[config.mk]
export PLATFORM = sky130hd
export DESIGN_NAME = display_7s_page_ctrl_flat
export DESIGN_NICKNAME = d
export VERILOG_FILES = /design/src/rtl/display_7s_page_ctrl_if.sv /design/src/rtl/display_7s_page_ctrl.sv /design/src/flat_wrapper.sv
export SDC_FILE = /design/constraint.sdc
export NUM_CORES = 1
export LEC_CHECK = 0
export CAP_MARGIN = 25
export CORE_UTILIZATION = 53
export DETAILED_ROUTE_END_ITERATION = 8
export GPL_TIMING_DRIVEN = 1
export HOLD_SLACK_MARGIN = 0.08
export PLACE_DENSITY = 0.75
export SLEW_MARGIN = 20
export SYNTH_ARGS = -nofsm -noshare
export SYNTH_HDL_FRONTEND = slang
export SYNTH_SLANG_ARGS = --single-unit
export TNS_END_PERCENT = 10
[constraint.sdc]
create_clock -name clk -period 4.8 [get_ports clk]
set_input_delay 0.48 -clock clk [delete_from_list [all_inputs] [get_ports clk]]
set_output_delay 0.48 -clock clk [all_outputs]
set_load 0.02 [all_outputs]
[src/rtl/display_7s_page_ctrl_if.sv]
// Page-controller bus: timebase, page enables and buttons in; page select, change strobe and blanking out.
interface display_7s_page_ctrl_if;
  logic       tick;
  logic [7:0] ch_en;
  logic       auto_en;
  logic       btn_next;
  logic       btn_prev;
  logic [2:0] sel;
  logic       page_change;
  logic       blank;

  modport master (
    output tick, ch_en, auto_en, btn_next, btn_prev,
    input  sel, page_change, blank
  );

  modport slave (
    input  tick, ch_en, auto_en, btn_next, btn_prev,
    output sel, page_change, blank
  );
endinterface

[src/rtl/display_7s_page_ctrl.sv]
// 8-page seven-segment display page selector: buttons, auto-advance dwell, skip of disabled pages.
// Optional blanking interval after each page change is compiled in with DISPLAY_7S_PAGE_BLANK_EN.
module display_7s_page_ctrl #(
  parameter int DWELL_TICKS = 2000,
  parameter int BLANK_TICKS = 100
) (
  input  logic                   clk,
  input  logic                   reset,
  display_7s_page_ctrl_if.slave  io
);

  if (DWELL_TICKS < 1 || DWELL_TICKS > 65535 || BLANK_TICKS < 1 || BLANK_TICKS > 65535) begin : g_param_chk
    $error("display_7s_page_ctrl: DWELL_TICKS/BLANK_TICKS out of range 1..65535");
  end

  localparam logic [0:0] ST_SHOW  = 1'b0;
  localparam logic [0:0] ST_BLANK = 1'b1;

  // First enabled page strictly after cur (wrapping); cur itself if no other page is enabled.
  function automatic logic [2:0] next_page(input logic [2:0] cur, input logic [7:0] en);
    logic [2:0] res;
    logic [2:0] idx;
    logic       found;
    res   = cur;
    found = 1'b0;
    for (int i = 1; i < 8; i++) begin
      idx = cur + 3'(i);
      if (!found && en[idx]) begin
        res   = idx;
        found = 1'b1;
      end
    end
    return res;
  endfunction

  function automatic logic [2:0] prev_page(input logic [2:0] cur, input logic [7:0] en);
    logic [2:0] res;
    logic [2:0] idx;
    logic       found;
    res   = cur;
    found = 1'b0;
    for (int i = 1; i < 8; i++) begin
      idx = cur - 3'(i);
      if (!found && en[idx]) begin
        res   = idx;
        found = 1'b1;
      end
    end
    return res;
  endfunction

  logic [2:0]  sel_q, sel_d;
  logic        pc_q, pc_d;
  logic [15:0] dwell_q, dwell_d;
  logic [2:0]  target;
  logic        dwell_hit;
  logic        in_show;

`ifdef DISPLAY_7S_PAGE_BLANK_EN
  logic [0:0]  state_q, state_d;
  logic [15:0] bcnt_q, bcnt_d;
`endif

  always_comb begin
    sel_d     = sel_q;
    pc_d      = 1'b0;
    dwell_d   = dwell_q;
    target    = sel_q;
    dwell_hit = io.tick && (dwell_q == 16'(DWELL_TICKS - 1));
`ifdef DISPLAY_7S_PAGE_BLANK_EN
    state_d   = state_q;
    bcnt_d    = bcnt_q;
    in_show   = (state_q == ST_SHOW);
`else
    in_show   = 1'b1;
`endif

    if (in_show) begin
      if (!io.auto_en) begin
        dwell_d = 16'd0;
      end else if (io.tick) begin
        dwell_d = dwell_hit ? 16'd0 : dwell_q + 16'd1;
      end
      // Priority: forced skip > next > prev > dwell; simultaneous buttons cancel each other.
      if (io.ch_en != 8'h00) begin
        if (!io.ch_en[sel_q]) begin
          target = next_page(sel_q, io.ch_en);
        end else if (io.btn_next && !io.btn_prev) begin
          target = next_page(sel_q, io.ch_en);
        end else if (io.btn_prev && !io.btn_next) begin
          target = prev_page(sel_q, io.ch_en);
        end else if (io.auto_en && dwell_hit) begin
          target = next_page(sel_q, io.ch_en);
        end
      end
    end
`ifdef DISPLAY_7S_PAGE_BLANK_EN
    else begin
      dwell_d = 16'd0;
      if (io.tick) begin
        if (bcnt_q == 16'(BLANK_TICKS - 1)) begin
          state_d = ST_SHOW;
          bcnt_d  = 16'd0;
        end else begin
          bcnt_d  = bcnt_q + 16'd1;
        end
      end
    end
`endif

    // An all-zero mask parks on page 0 silently, even mid-blank.
    if (io.ch_en == 8'h00) begin
      sel_d   = 3'd0;
      dwell_d = 16'd0;
    end else if (target != sel_q) begin
      sel_d   = target;
      pc_d    = 1'b1;
      dwell_d = 16'd0;
`ifdef DISPLAY_7S_PAGE_BLANK_EN
      state_d = ST_BLANK;
      bcnt_d  = 16'd0;
`endif
    end
  end

  always_ff @(posedge clk) begin
    if (reset) begin
      sel_q   <= 3'd0;
      pc_q    <= 1'b0;
      dwell_q <= 16'd0;
    end else begin
      sel_q   <= sel_d;
      pc_q    <= pc_d;
      dwell_q <= dwell_d;
    end
  end

`ifdef DISPLAY_7S_PAGE_BLANK_EN
  always_ff @(posedge clk) begin
    if (reset) begin
      state_q <= ST_SHOW;
      bcnt_q  <= 16'd0;
    end else begin
      state_q <= state_d;
      bcnt_q  <= bcnt_d;
    end
  end

  assign io.blank = (state_q == ST_BLANK);
`else
  assign io.blank = 1'b0;
`endif

  assign io.sel         = sel_q;
  assign io.page_change = pc_q;

endmodule

[src/flat_wrapper.sv]
// flat-port wrapper written by rule: the top's interface ports become plain ports
module display_7s_page_ctrl_flat 
#(
  parameter int DWELL_TICKS = 2000,
  parameter int BLANK_TICKS = 100
)
  (clk, reset, io_tick, io_ch_en, io_auto_en, io_btn_next, io_btn_prev, io_sel, io_page_change, io_blank);
  display_7s_page_ctrl_if io_i ();
  input  logic clk;
  input  logic reset;
  input wire logic [$bits(io_i.tick)-1:0] io_tick;
  input wire logic [$bits(io_i.ch_en)-1:0] io_ch_en;
  input wire logic [$bits(io_i.auto_en)-1:0] io_auto_en;
  input wire logic [$bits(io_i.btn_next)-1:0] io_btn_next;
  input wire logic [$bits(io_i.btn_prev)-1:0] io_btn_prev;
  output wire logic [$bits(io_i.sel)-1:0] io_sel;
  output wire logic [$bits(io_i.page_change)-1:0] io_page_change;
  output wire logic [$bits(io_i.blank)-1:0] io_blank;
  assign io_i.tick = io_tick;
  assign io_i.ch_en = io_ch_en;
  assign io_i.auto_en = io_auto_en;
  assign io_i.btn_next = io_btn_next;
  assign io_i.btn_prev = io_btn_prev;
  assign io_sel = io_i.sel;
  assign io_page_change = io_i.page_change;
  assign io_blank = io_i.blank;
  display_7s_page_ctrl #(.DWELL_TICKS(DWELL_TICKS), .BLANK_TICKS(BLANK_TICKS)) u_core (.clk(clk), .reset(reset), .io(io_i));
endmodule
==> summary.txt, run 1 <==
Placed design
  • Post-DP Area: 2490 um^2
  • GP Congestion: 0.939
  • Port-buffer cells: 17
  • Placed cell count: 319
  • Detailed Place HPWL: 4.32 mm

Cells and area
  • Layout overhead on the synthesized area: 7.33%
  • Fraction of layout cells with a size suffix above 1: 19.5%
  • Fin nets: 291
  • # diodes: 0
  • Non-filler cells, final: 322
  • Design Area, Final: 2530 um^2

Floorplanning
  • DIE AREA: 4720 um^2
  • Die Height: 68.7 um
  • # IOs: 19
  • Starting Density: 56.9%
  • Num rows: 23
  • Die Width: 68.7 um
  • CORE AREA: 4140 um^2

Logic synthesis
  • Synth warn: 0
  • Cell taking the most area after synthesis: dfxtp_1
  • Syn Std Cell Area: 2360 um^2
  • Async S/R FF share, synth: 0%
  • Post-Syn Instances: 265
  • Synth Flop Type: dfxtp_1
  • Top post-synthesis cells by area: dfxtp_1 (17%), mux4_2 (11%), nor3_2 (6.8%)
  • Avg Synthesized Cell Area: 8.89 um^2
  • Synth Net Count: 282
  • Top-count cell post-synth: nand2_1
  • Post-synth top cells: nand2_1 (25), dfxtp_1 (20), nor2_1 (17)
  • Seq/Total Area, Yosys: 17.0%
  • Synth top area share: 17.0%
  • Yosys cell types: 62
  • EDFF count, synth: 0
  • Number of synthesized register bits: 20

Power
  • Power density over cell area: 665 nW/um^2
  • P_leak: 0.802 nW
  • Peak supply drop: 0.407 mV
  • Power Total: 1.68 mW

Timing
  • RSZ-0062 raised after global routing: false
  • Setup violations, final: 0
  • Period minus WS final: 4.05 ns
  • Final slew viol count: 0
  • Max_slew headroom: 41.5%
  • Worst Skew: 0.00134 ns
  • Hold Vio Cnt, Final: 0
  • Max Clk Rate: 247 MHz
  • Slew of the pin with the lowest slew margin: 0.876 ns
  • Final period util: 84.4%
  • TNS Setup: 0 ns

Setup path
  • Crit path DAT: 4.24 ns
  • Critical path class: reg2reg
  • Worst Path Required: 4.98 ns
  • Startpoint types: register
  • Critical Path Fanout Max: 14
  • CP Capture Type: register

Clock tree
  • CTS tree: yes
  • Max H-tree Level: 1
  • Clock buffer depth: 2
  • Root Buffer: clkbuf_8
  • Hold-fix buffers, CTS: 0
  • # clock sinks: 20
  • CTS resizes: 0
  • Latest clock arrival within the worst-skew pair: 0.25 ns
  • CTS buffer count: 3
  • Post CTS Setup Buffer Count: 0
  • Clock transition at the registers of the reported paths: 0.07 ns

Drt
  • 1st-pass router iterations: 5
  • Total vias in the final route: 2,232
  • Routed wire length per instance: 18.3 um
  • Vias/cell: 6.93
  • ANT nets after route: 0
  • WL final: 5.88 mm
  • Remaining DRCs: 0
  • Initial DRC count: 290

Global route
  • GRT Total Usage: 27.2%
  • Total grt overflow: 0
  • Pin count of the biggest net entering global routing: 19
  • Initial antenna violation count: 0
  • Vias in the first global route: 1,981
  • First-pass GRT wire length: 9.61 mm

Run status
  • Status: completed

Run
  • Max cap viols: 0

Hold path
  • Worst Hold Class: reg2reg
cell usage in the layout (no fill, tap or decap), drive strengths merged, types with 5 or more instances in the layout:
cell           instances
dfxtp                 20
inv                    6
nor2                  17
a21oi                 15
xnor2                 10
nand3                 11
nor3                  19
nand2b                 6
clkdlybuf4s50         17
and3                   5
a31oi                  5
nand2                 25
nor4                   6
mux4                  12
o21ai                  6
xor2                   8
nand4                  6
mux2i                 13
cell families after synthesis:
kind of cell    share of synthesized area [%]
compound gates                           17.2
xor+xnor                                 7.01
fa+ha+maj                                1.59
buf+inv                                  6.21
flops                                    17.0
mux                                      21.0
other cells                             0.159
simple gates                             29.8
power by group:
group	internal, mW	switching [mW]
sequential	0.182	0.0241
clock	0.0558	0.0506
combinational	0.537	0.832
through the flow:
stage	hold WS, ns	util (%)	setup WS, ns
final	0.554	61.0	0.748
after global routing	0.594	61.0	0.509
after CTS	0.564	61.0	0.803
after detailed placement	0.545	60.0	0.731
after global placement	0.529	60.0	0.746
after floorplan	0.513	-	0.691
per-layer routing:
layer  up-vias  part of all wire, %  global-route usage, %
met5         -                    0                      0
met4         0                  1.6                   4.43
met3        19                  9.1                   6.58
met2       117                   43                   40.3
met1      1054                   46                   40.2
li1       1042                    -                      -
final timing paths:
check | endpoint | start | cells past startpoint | slack, ns
max | u_core.dwell_q[10]$_SDFFE_PP0P_ | u_core.io.sel[1]$_SDFFE_PP0P_ | 11 | 0.75
min | u_core.dwell_q[15]$_SDFFE_PP0P_ | u_core.dwell_q[15]$_SDFFE_PP0P_ | 2 | 0.55
max reg2reg | u_core.dwell_q[10]$_SDFFE_PP0P_ | u_core.io.sel[1]$_SDFFE_PP0P_ | 11 | 0.75
min reg2reg | u_core.dwell_q[15]$_SDFFE_PP0P_ | u_core.dwell_q[15]$_SDFFE_PP0P_ | 2 | 0.55
flip-flops by register name, indices dropped and copies added, names as in the netlist:
| name | cells |
|---|---|
| u_core.io.sel | 3 |
| u_core.dwell_q | 16 |
| u_core.io.page_change | 1 |
critical path: stages, from the launching register on:
cell and delay [ns]:
dfxtp_1 0.33, inv_1 0.12, ha_1 0.62, mux4_2 0.52
mux2i_1 0.35, and2_1 0.33, nand3_4 0.12, or3_1 0.38
and3_4 0.18, and3_4 0.18, or4_1 0.64, nor3_2 0.20
final cells by class:
cell class | instances | area [um^2]
multi-input cells | 223 | 1810
fillers | 375 | 1620
flip-flops and latches | 20 | 400
repair buffers | 20 | 193
well taps | 50 | 62.6
clock buffers | 3 | 41.3
inverters | 6 | 22.5
Note: power is estimated with default switching activity, not from simulation.
==> run 2, diff against run 1 <==
==> constraint.sdc (replaced) <==
create_clock -name clk -period 4.1 [get_ports clk]
set_input_delay 0.41 -clock clk [delete_from_list [all_inputs] [get_ports clk]]
set_output_delay 0.41 -clock clk [all_outputs]
set_load 0.02 [all_outputs]
==> run 2 against run 1 <==
Effect of this change:
- final cell count up 2.2%
- critical endpoint is now u_core.dwell_q[7]$_SDFFE_PP0P_
- critical path type unchanged
- die area is the same
- clock power grew 82%
==> summary.txt, run 2 (synthesis gave the netlist of run 1 again) <==
Run status
  • Status: completed

Global route
  • First-pass GRT wire length: 9.55 mm (-0.65%)
  • Vias in the first global route: 1,858 (-6.2%)
  • GRT Total Usage: 27.6% (+0.33 points)
  • Initial antenna violation count: 0 (unchanged)
  • Total grt overflow: 0 (unchanged)
  • Pin count of the biggest net entering global routing: 17 (-2)

Timing
  • Setup violations, final: 0 (unchanged)
  • Final slew viol count: 0 (unchanged)
  • TNS Setup: 0 ns (unchanged)
  • Final period util: 95.2% (+11 points)
  • Period minus WS final: 3.90 ns (-0.150 ns)
  • Hold Vio Cnt, Final: 0 (unchanged)
  • Worst Skew: 0.00708 ns (+0.00574 ns)
  • RSZ-0062 raised after global routing: false
  • Max Clk Rate: 256 MHz (+3.8%)
  • Max_slew headroom: 54.0% (+12 points)
  • Slew of the pin with the lowest slew margin: 0.673 ns (-0.203 ns)

Setup path
  • Critical Path Fanout Max: 14 (unchanged)
  • Critical path class: reg2reg
  • CP Capture Type: register
  • Startpoint types: register
  • R2R depth: 11 (unchanged)
  • Worst Path Required: 4.28 ns (-0.70 ns)
  • Crit path DAT: 4.08 ns (-0.16 ns)

Clock tree
  • Max H-tree Level: 1 (unchanged)
  • Hold-fix buffers, CTS: 0 (unchanged)
  • CTS tree: yes
  • CTS buffer count: 3 (unchanged)
  • Clock transition at the registers of the reported paths: 0.07 ns (about the same)
  • Clock buffer depth: 2 (unchanged)
  • # clock sinks: 20 (unchanged)
  • Root Buffer: clkbuf_8
  • Latest clock arrival within the worst-skew pair: 0.26 ns (about the same)

Power
  • Power Total: 2.13 mW (+27%)
  • P_leak: 0.845 nW (+5.4%)
  • Peak supply drop: 0.661 mV (+62%)
  • Power density over cell area: 814 nW/um^2 (+22%)

Floorplanning
  • Die Height: 68.7 um (unchanged)
  • CORE AREA: 4140 um^2 (unchanged)
  • DIE AREA: 4720 um^2 (unchanged)
  • Num rows: 23 (unchanged)
  • # IOs: 19 (unchanged)
  • Die Width: 68.7 um (unchanged)
  • Starting Density: 56.9% (unchanged)

Drt
  • Routed wire length per instance: 18.1 um (-0.66%)
  • ANT nets after route: 0 (unchanged)
  • Total vias in the final route: 2,188 (-2.0%)
  • Initial DRC count: 232 (-20%)
  • Vias/cell: 6.65 (-4.1%)
  • Remaining DRCs: 0 (unchanged)
  • WL final: 5.97 mm (+1.5%)
  • 1st-pass router iterations: 5 (unchanged)

Placed design
  • GP Congestion: 0.923 (-1.7%)
  • Detailed Place HPWL: 4.56 mm (+5.6%)
  • Post-DP Area: 2540 um^2 (+2.3%)
  • Port-buffer cells: 17 (unchanged)
  • Placed cell count: 325 (+1.9%)

Cells and area
  • Final Util: 63.3% (+2.3 points)
  • Design Area, Final: 2620 um^2 (+3.7%)
  • Max reg flops: 16 (unchanged)
  • Most common cell after layout, fill and taps aside: nand2_1
  • Fraction of layout cells with a size suffix above 1: 22.6% (+3.1 points)
  • Layout overhead on the synthesized area: 11.3%
  • # diodes: 0 (unchanged)
  • Biggest register: u_core.dwell_q
  • Fin nets: 297 (+2.1%)
  • Non-filler cells, final: 329 (+2.2%)
  • Most frequent cells in the layout: nand2_1 (25), dfxtp_1 (20), nor2_1 (17), clkdlybuf4s50_1 (17), nor3_2 (16)

Hold path
  • Worst Hold Class: reg2reg
  • Hold path depth: 2 (unchanged)

Run
  • Max cap viols: 0 (unchanged)
[run 2: cell type report]
class | count | area (um^2)
multi-input cells | 223 | 1830
fillers | 359 | 1520
clock inverters | 1 | 30.0
repair buffers | 26 | 238
clock buffers | 3 | 41.3
flip-flops and latches | 20 | 400
well taps | 50 | 62.6
inverters | 6 | 22.5
[run 2: final timing paths]
check                                                   start                             end  slack (ns)
worst min register to register  u_core.io.sel[0]$_SDFFE_PP0P_   u_core.io.sel[0]$_SDFFE_PP0P_        0.56
worst max register to register  u_core.io.sel[1]$_SDFFE_PP0P_  u_core.dwell_q[7]$_SDFFE_PP0P_        0.20
worst max-delay path            u_core.io.sel[1]$_SDFFE_PP0P_  u_core.dwell_q[7]$_SDFFE_PP0P_        0.20
worst min-delay path            u_core.io.sel[0]$_SDFFE_PP0P_   u_core.io.sel[0]$_SDFFE_PP0P_        0.56
[run 2: worst max-delay path: stages (launching register included)]
cell	delay, ns
dfxtp_1	0.34
inv_1	0.15
ha_4	0.43
mux4_2	0.53
mux2i_2	0.29
o221ai_1	0.20
a2111oi_0	0.46
nand4b_1	0.22
and3_4	0.20
a21oi_1	0.10
or4_1	0.70
nor3_2	0.21
[run 2: metal layers]
metal	part of all wire (%)	GRT usage, %	wire [um]	vias up
li1	-	-	-	1056
met1	49	45.0	2900	1016
met2	42	37.1	2510	107
met3	8.3	5.10	497	9
met4	0.99	3.65	59	0
met5	0	0	0	-
[run 2: report_power, final]
group | switching (mW) | internal [mW]
clock | 0.0624 | 0.130
sequential | 0.0199 | 0.213
combinational | 1.01 | 0.700
[run 2: repair_timing]
action | CTS | global route
buffers inserted | 0 | 0
endpoints found under the setup margin | 0 | 16
gates resized for setup | 0 | 2
hold endpoints to repair | 0 | 0
[run 2: through the flow]
step / worst slack [ns] / hold WS, ns
6_report: 0.197 / 0.558
2_1_floorplan: 0.0785 / 0.513
3_3_place_gp: 0.181 / 0.539
4_1_cts: 0.189 / 0.562
5_1_grt: 0.0388 / 0.589
3_5_place_dp: 0.138 / 0.549
